File: src/rtl/fetch_seq_pkg.sv
// Shared state, redirect-kind and address-shift definitions for the fetch sequencer.
package fetch_seq_pkg;

   typedef enum logic [2:0] {S_IDLE, S_REQ, S_WAIT, S_HOLD, S_ERR} fetch_state_e;

   typedef enum logic [1:0] {NONE, BR, JALR} redir_kind_e;

   // PC counts words; memory and redirect interfaces use bytes.
   localparam int unsigned WORD_SHIFT = 2;

endpackage

File: src/rtl/redirect_buffer.sv
// Pending-redirect store for the fetch sequencer: capture, jalr-over-br priority, newest-wins
// overwrite, and PC control fields. FETCH_MISALIGN_TRAP_EN turns misaligned targets into a trap.
module redirect_buffer
   import fetch_seq_pkg::*;
(
   input  logic        clk,
   input  logic        rst_n,
   input  logic        capture_en,
   input  logic        apply,
   input  logic        br_valid,
   input  logic [31:0] br_pc,
   input  logic [31:0] br_offset,
   input  logic        jalr_valid,
   input  logic [31:0] jalr_target,
   input  logic [31:0] pc,
   output logic        pending,
   output logic        trap,
   output logic        pc_en,
   output logic        pc_add_en,
   output logic        pc_jalr,
   output logic [31:0] pc_offset,
   output logic [31:0] pc_jalr_addr
);

   redir_kind_e kind_q, eff_kind;
   logic [31:0] br_pc_q, offset_q, target_q;
   logic [31:0] eff_br_pc, eff_offset, eff_target;
   logic        misaligned;
   logic        fire;

   // A pulse arriving this cycle is newer than anything buffered, so it wins outright.
   always_comb begin
      eff_kind   = kind_q;
      eff_br_pc  = br_pc_q;
      eff_offset = offset_q;
      eff_target = target_q;
      if (capture_en && jalr_valid) begin
         eff_kind   = JALR;
         eff_target = jalr_target;
      end else if (capture_en && br_valid) begin
         eff_kind   = BR;
         eff_br_pc  = br_pc;
         eff_offset = br_offset;
      end
   end

   assign pending = (eff_kind != NONE);

`ifdef FETCH_MISALIGN_TRAP_EN
   // Low bits of br_pc*4 + offset are just the offset's low bits.
   always_comb begin
      misaligned = 1'b0;
      if (eff_kind == JALR) begin
         misaligned = (eff_target[1:0] != 2'b00);
      end else if (eff_kind == BR) begin
         misaligned = (eff_offset[1:0] != 2'b00);
      end
   end
`else
   assign misaligned = 1'b0;
`endif

   assign trap         = apply && misaligned;
   assign fire         = apply && !misaligned;
   assign pc_en        = fire;
   assign pc_jalr      = fire && (eff_kind == JALR);
   assign pc_add_en    = fire && (eff_kind == BR);
   assign pc_jalr_addr = pc_jalr ? eff_target : '0;
   // Rebase onto the current PC so the target stays br_pc*4 + offset.
   assign pc_offset    = pc_add_en ? (eff_offset + ((eff_br_pc - pc) << WORD_SHIFT)) : '0;

   always_ff @(posedge clk) begin
      if (!rst_n) begin
         kind_q   <= NONE;
         br_pc_q  <= '0;
         offset_q <= '0;
         target_q <= '0;
      end else begin
         kind_q   <= apply ? NONE : eff_kind;
         br_pc_q  <= eff_br_pc;
         offset_q <= eff_offset;
         target_q <= eff_target;
      end
   end

endmodule

File: src/rtl/fetch_sequencer.sv
// Fetch control FSM: one outstanding imem fetch, valid/ready hand-off to decode, PC stepping and
// branch/JALR redirects. FETCH_MISALIGN_TRAP_EN enables the misaligned-target trap.
module fetch_sequencer
   import fetch_seq_pkg::*;
#(
   parameter int unsigned MAX_WAIT = 15,
   parameter int unsigned CNT_W    = 4
) (
   input  logic        clk,
   input  logic        rst_n_i,
   input  logic [31:0] pc_i,
   output logic        imem_req_o,
   output logic [31:0] imem_addr_o,
   input  logic        imem_ack_i,
   input  logic [31:0] imem_rdata_i,
   output logic        instr_valid_o,
   output logic [31:0] instr_o,
   output logic [31:0] instr_pc_o,
   input  logic        instr_ready_i,
   input  logic        br_valid_i,
   input  logic [31:0] br_pc_i,
   input  logic [31:0] br_offset_i,
   input  logic        jalr_valid_i,
   input  logic [31:0] jalr_target_i,
   output logic        pc_en_o,
   output logic        pc_add_en_o,
   output logic        pc_jalr_o,
   output logic [31:0] pc_offset_o,
   output logic [31:0] pc_jalr_addr_o,
   output logic        fetch_err_o,
   output logic        misalign_o
);

   localparam logic [CNT_W:0] MAX_WAIT_W = (CNT_W + 1)'(MAX_WAIT);

   fetch_state_e     state;
   logic [CNT_W-1:0] cnt;
   logic [CNT_W:0]   cnt_inc;
   logic             timeout;
   logic             pending, trap, apply, step, redir_pc_en;

   assign cnt_inc = {1'b0, cnt} + (CNT_W + 1)'(1);
   assign timeout = (MAX_WAIT != 0) && (cnt_inc == MAX_WAIT_W);

   assign apply = pending && ((state == S_HOLD) || ((state == S_WAIT) && imem_ack_i));
   assign step  = (state == S_HOLD) && instr_valid_o && instr_ready_i && !pending;

   assign pc_en_o     = redir_pc_en || step;
   assign imem_addr_o = imem_req_o ? (pc_i << WORD_SHIFT) : '0;

   redirect_buffer u_redirect_buffer (
      .clk          (clk),
      .rst_n        (rst_n_i),
      .capture_en   (state != S_ERR),
      .apply        (apply),
      .br_valid     (br_valid_i),
      .br_pc        (br_pc_i),
      .br_offset    (br_offset_i),
      .jalr_valid   (jalr_valid_i),
      .jalr_target  (jalr_target_i),
      .pc           (pc_i),
      .pending      (pending),
      .trap         (trap),
      .pc_en        (redir_pc_en),
      .pc_add_en    (pc_add_en_o),
      .pc_jalr      (pc_jalr_o),
      .pc_offset    (pc_offset_o),
      .pc_jalr_addr (pc_jalr_addr_o)
   );

   always_ff @(posedge clk) begin
      if (!rst_n_i) begin
         state         <= S_IDLE;
         cnt           <= '0;
         imem_req_o    <= 1'b0;
         instr_valid_o <= 1'b0;
         instr_o       <= '0;
         instr_pc_o    <= '0;
         fetch_err_o   <= 1'b0;
      end else begin
         unique case (state)
            S_IDLE: begin
               state      <= S_REQ;
               imem_req_o <= 1'b1;
            end
            S_REQ: begin
               state <= S_WAIT;
               cnt   <= '0;
            end
            S_WAIT: begin
               if (imem_ack_i) begin
                  if (trap) begin
                     state       <= S_ERR;
                     imem_req_o  <= 1'b0;
                     fetch_err_o <= 1'b1;
                  end else if (pending) begin
                     // Squashed response: refetch straight from the redirected PC.
                     state <= S_REQ;
                  end else begin
                     state         <= S_HOLD;
                     imem_req_o    <= 1'b0;
                     instr_valid_o <= 1'b1;
                     instr_o       <= imem_rdata_i;
                     instr_pc_o    <= pc_i;
                  end
               end else if (timeout) begin
                  state       <= S_ERR;
                  imem_req_o  <= 1'b0;
                  fetch_err_o <= 1'b1;
               end else begin
                  cnt <= cnt_inc[CNT_W-1:0];
               end
            end
            S_HOLD: begin
               if (trap) begin
                  state         <= S_ERR;
                  instr_valid_o <= 1'b0;
                  fetch_err_o   <= 1'b1;
               end else if (pending || instr_ready_i) begin
                  state         <= S_REQ;
                  instr_valid_o <= 1'b0;
                  imem_req_o    <= 1'b1;
               end
            end
            S_ERR: begin
               state <= S_ERR;
            end
            default: begin
               state <= S_ERR;
            end
         endcase
      end
   end

`ifdef FETCH_MISALIGN_TRAP_EN
   logic misalign_q;

   always_ff @(posedge clk) begin
      if (!rst_n_i) begin
         misalign_q <= 1'b0;
      end else if (trap) begin
         misalign_q <= 1'b1;
      end
   end

   assign misalign_o = misalign_q;
`else
   assign misalign_o = 1'b0;
`endif

endmodule

File: config.mk
export PLATFORM = sky130hd
export DESIGN_NAME = fetch_sequencer
export DESIGN_NICKNAME = d
export VERILOG_FILES = /design/src/rtl/fetch_seq_pkg.sv /design/src/rtl/redirect_buffer.sv /design/src/rtl/fetch_sequencer.sv
export SDC_FILE = /design/constraint.sdc
export NUM_CORES = 1
export LEC_CHECK = 0
export CORE_MARGIN = 2
export CORE_UTILIZATION = 47
export DETAILED_ROUTE_END_ITERATION = 8
export PLACE_DENSITY = 0.82
export SLEW_MARGIN = 20
export SYNTH_ARGS = -nofsm -noshare
export SYNTH_HDL_FRONTEND = slang
export SYNTH_SLANG_ARGS = --single-unit
File: constraint.sdc
create_clock -name clk -period 9.9 [get_ports clk]
set_input_delay 2.475 -clock clk [delete_from_list [all_inputs] [get_ports clk]]
set_output_delay 2.475 -clock clk [all_outputs]
set_load 0.01 [all_outputs]
==> out/qor.csv <==
metric,value,unit
postPlaceCellArea,14700,µm²
period_minus_slack,9760,ps
status,finished clean,
powerDensity,137,nW/µm²
drt_iter0_drc,443,
drc,0,
yosysWarnings,0,
total_power,2.17,mW
place_congestion,0.916,
layout_common_cells,"311 x clkdlybuf4s50_1, 179 x buf_4, 170 x dfxtp_1",
htree_levels,4,
netlist_area,10100,µm²
grt.total_usage,0.280,
path_max_fanout,4,
syn_area_per_cell,8.40,µm²
die_h,151,µm
yosys_most_used_dff,dfxtp_1,
viasPerCell,5.20,
synth_area_leaders,"dfxtp_1 34%, ha_1 7.5%, mux2_2 6.2%, nand2_1 5.8%, and2_1 5.6%",
ys_seq_elements,170,
wl,32.8,mm
synth_edf_count,0,
worstSetupPathType,primary input to output pin,
fmax,0.102,GHz
maxCapViolCount,0,
grt_pass1_wl,50.6,mm
cts_tree,built,
ioPinCount,333,
dpl_worst_slack,-789,ps
layout_commonest_cell,clkdlybuf4s50_1,
first_global_vias,10400,
p_leak,6.72,nW
cts_buffers,17,
hold_slack,456,ps
ctsHoldBuffers,0,
synth_top_area_frac,0.336,
endpoint_kind,output pin,
clockRootBuffer,clkbuf_16,
dp_hpwl,24.1,mm
setup_viol,0,
clk-insertion-delay-late,440,ps
r2r_cells,9,
finalMaxSlewViolations,0,
vias,10200,
grt_max_degree,103,
dr.pass1.iters,5,
utilization,0.748,
num-nets-final,1906,
die_w,151,µm
cts_sinks,170,
fin_skew,15.2,ps
antenna_left,0,
start_kind,primary input,
antenna_found_initial,3,
gr-total-overflow,0,
design_area,15800,µm²
port_buffers,327,
hold_viol_final,0,
start_util,0.481,
crit_arrival,7280,ps
row_count,53,
hold-path-cell-count,2,
ir_worst_vdd,0.120,mV
wire_per_inst,16.7,µm
hp-class,register to register,
fin_ws,142,ps
yosys.area.top_type,dfxtp_1,
area_growth,55.7,%
worstPathRequired,7430,ps
worst_pin_slew,996,ps
synthArstFlopShare,0,
netlist-cell-type-count,64,
slew_headroom,0.335,
seq_area_frac_synth,0.336,
core_region_area,21100,µm²
path_clk_slew,70,ps
drive_above_1_share,0.202,
dieArea,22800,µm²
ctsLongestPathBuffers,2,
fin_crit_sh,0.986,
netlist_instances,1207,
## through the flow
step	cells	setup TNS, ps
final	1969	0
after global routing	1967	-314
after CTS	1952	0
after detailed placement	1907	-8720
after global placement	1907	-7840
after floorplan	1209	0
## sequential cells by signal, indices dropped and copies added (netlist names), 2 cells and up
signal                      count
u_redirect_buffer.offset_q     32
state                           3
u_redirect_buffer.br_pc_q      30
instr_pc_o                     32
instr_o                        32
u_redirect_buffer.target_q     32
u_redirect_buffer.kind_q        2
cnt                             4
## cell usage after synthesis (5+ instances only)
| library cell | n |
|---|---|
| mux2_2 | 56 |
| and2_1 | 90 |
| o21a_1 | 12 |
| xor2_1 | 18 |
| o21ai_0 | 31 |
| a21boi_0 | 55 |
| a21boi_1 | 15 |
| a21o_1 | 27 |
| ha_1 | 61 |
| nand4_1 | 5 |
| nand3_1 | 16 |
| a21oi_1 | 57 |
| nor2_1 | 97 |
| clkbuf_1 | 31 |
| mux2i_1 | 41 |
| nand2b_1 | 13 |
| nor2b_1 | 53 |
| o21bai_1 | 6 |
| inv_1 | 50 |
| and3_1 | 5 |
| xnor2_1 | 27 |
| buf_2 | 23 |
| o211ai_1 | 6 |
| nor3_1 | 18 |
| dfxtp_1 | 170 |
| nand2_1 | 156 |
| a31oi_1 | 7 |
## path summary, 6_finish.rpt
| path | startpoint | end | slack [ps] |
|---|---|---|---|
| hold / removal | instr_pc_o[28] | instr_pc_o[28] | 460 |
| hold reg to reg | instr_pc_o[28] | instr_pc_o[28] | 460 |
| setup reg to reg | state[2] | state[1] | 6870 |
| setup / recovery | br_pc_i[0] | pc_offset_o[30] | 140 |
## cell families after synthesis
kind of cell / share of synthesized area
flip-flops: 0.336
adder cells (fa/ha/maj): 0.0793
buffers and inverters: 0.0440
XOR/XNOR: 0.0389
multiplexers: 0.103
AO/OA/AOI/OAI: 0.170
AND/OR/NAND/NOR: 0.229
other: 0.000370
## worst max-delay path, stage by stage
cell and delay, ps:
clkdlybuf4s50_1 420, mux2i_2 210, ha_2 220, inv_1 50, fa_2 360, a21o_1 180, a21oi_2 220, o21ai_4 110
o2bb2ai_4 150, a221oi_4 340, and2b_1 230, o21ai_1 120, a21boi_1 90, ha_1 300, a21o_1 190, a21o_1 230
a41o_1 230, o31ai_2 70, a21oi_2 80, a311oi_2 340, buf_4 170, o21ai_2 60, mux2i_1 220, buf_2 180
## report_power, final
part | internal (mW) | switching, mW | total [mW]
sequential | 0.707 | 0.0127 | 0.720
combinational | 0.410 | 0.348 | 0.758
clock | 0.350 | 0.339 | 0.688
total | 1.47 | 0.700 | 2.17
## layout make-up
cell class / instances / area [µm²]
inverters: 50 / 188
fillers: 1492 / 5310
well taps: 275 / 344
flip-flops and latches: 170 / 3400
repair buffers: 507 / 4600
clock buffers: 18 / 439
diodes: 4 / 10.0
clock inverters: 14 / 173
multi-input cells: 931 / 6620
## repair_timing
| item | in CTS | in global routing |
|---|---|---|
| pin swaps | 27 | 37 |
| buffers inserted | 13 | 14 |
| gates resized for setup | 61 | 42 |
| gates cloned | 0 | 0 |
| endpoints found under the hold margin | 0 | 0 |
| endpoints found under the setup margin | 17 | 16 |
## layer usage
| metal | GRT usage | part of all wire | vias to the layer above | wire, µm |
|---|---|---|---|---|
| met5 | 0 | 0 | - | 0 |
| met4 | 0.0967 | 0.030 | 0 | 990 |
| met3 | 0.0831 | 0.073 | 69 | 2410 |
| met2 | 0.504 | 0.50 | 339 | 16300 |
| met1 | 0.315 | 0.40 | 4808 | 13100 |
| li1 | - | - | 5018 | - |
Note: power is estimated with default switching activity, not from simulation.
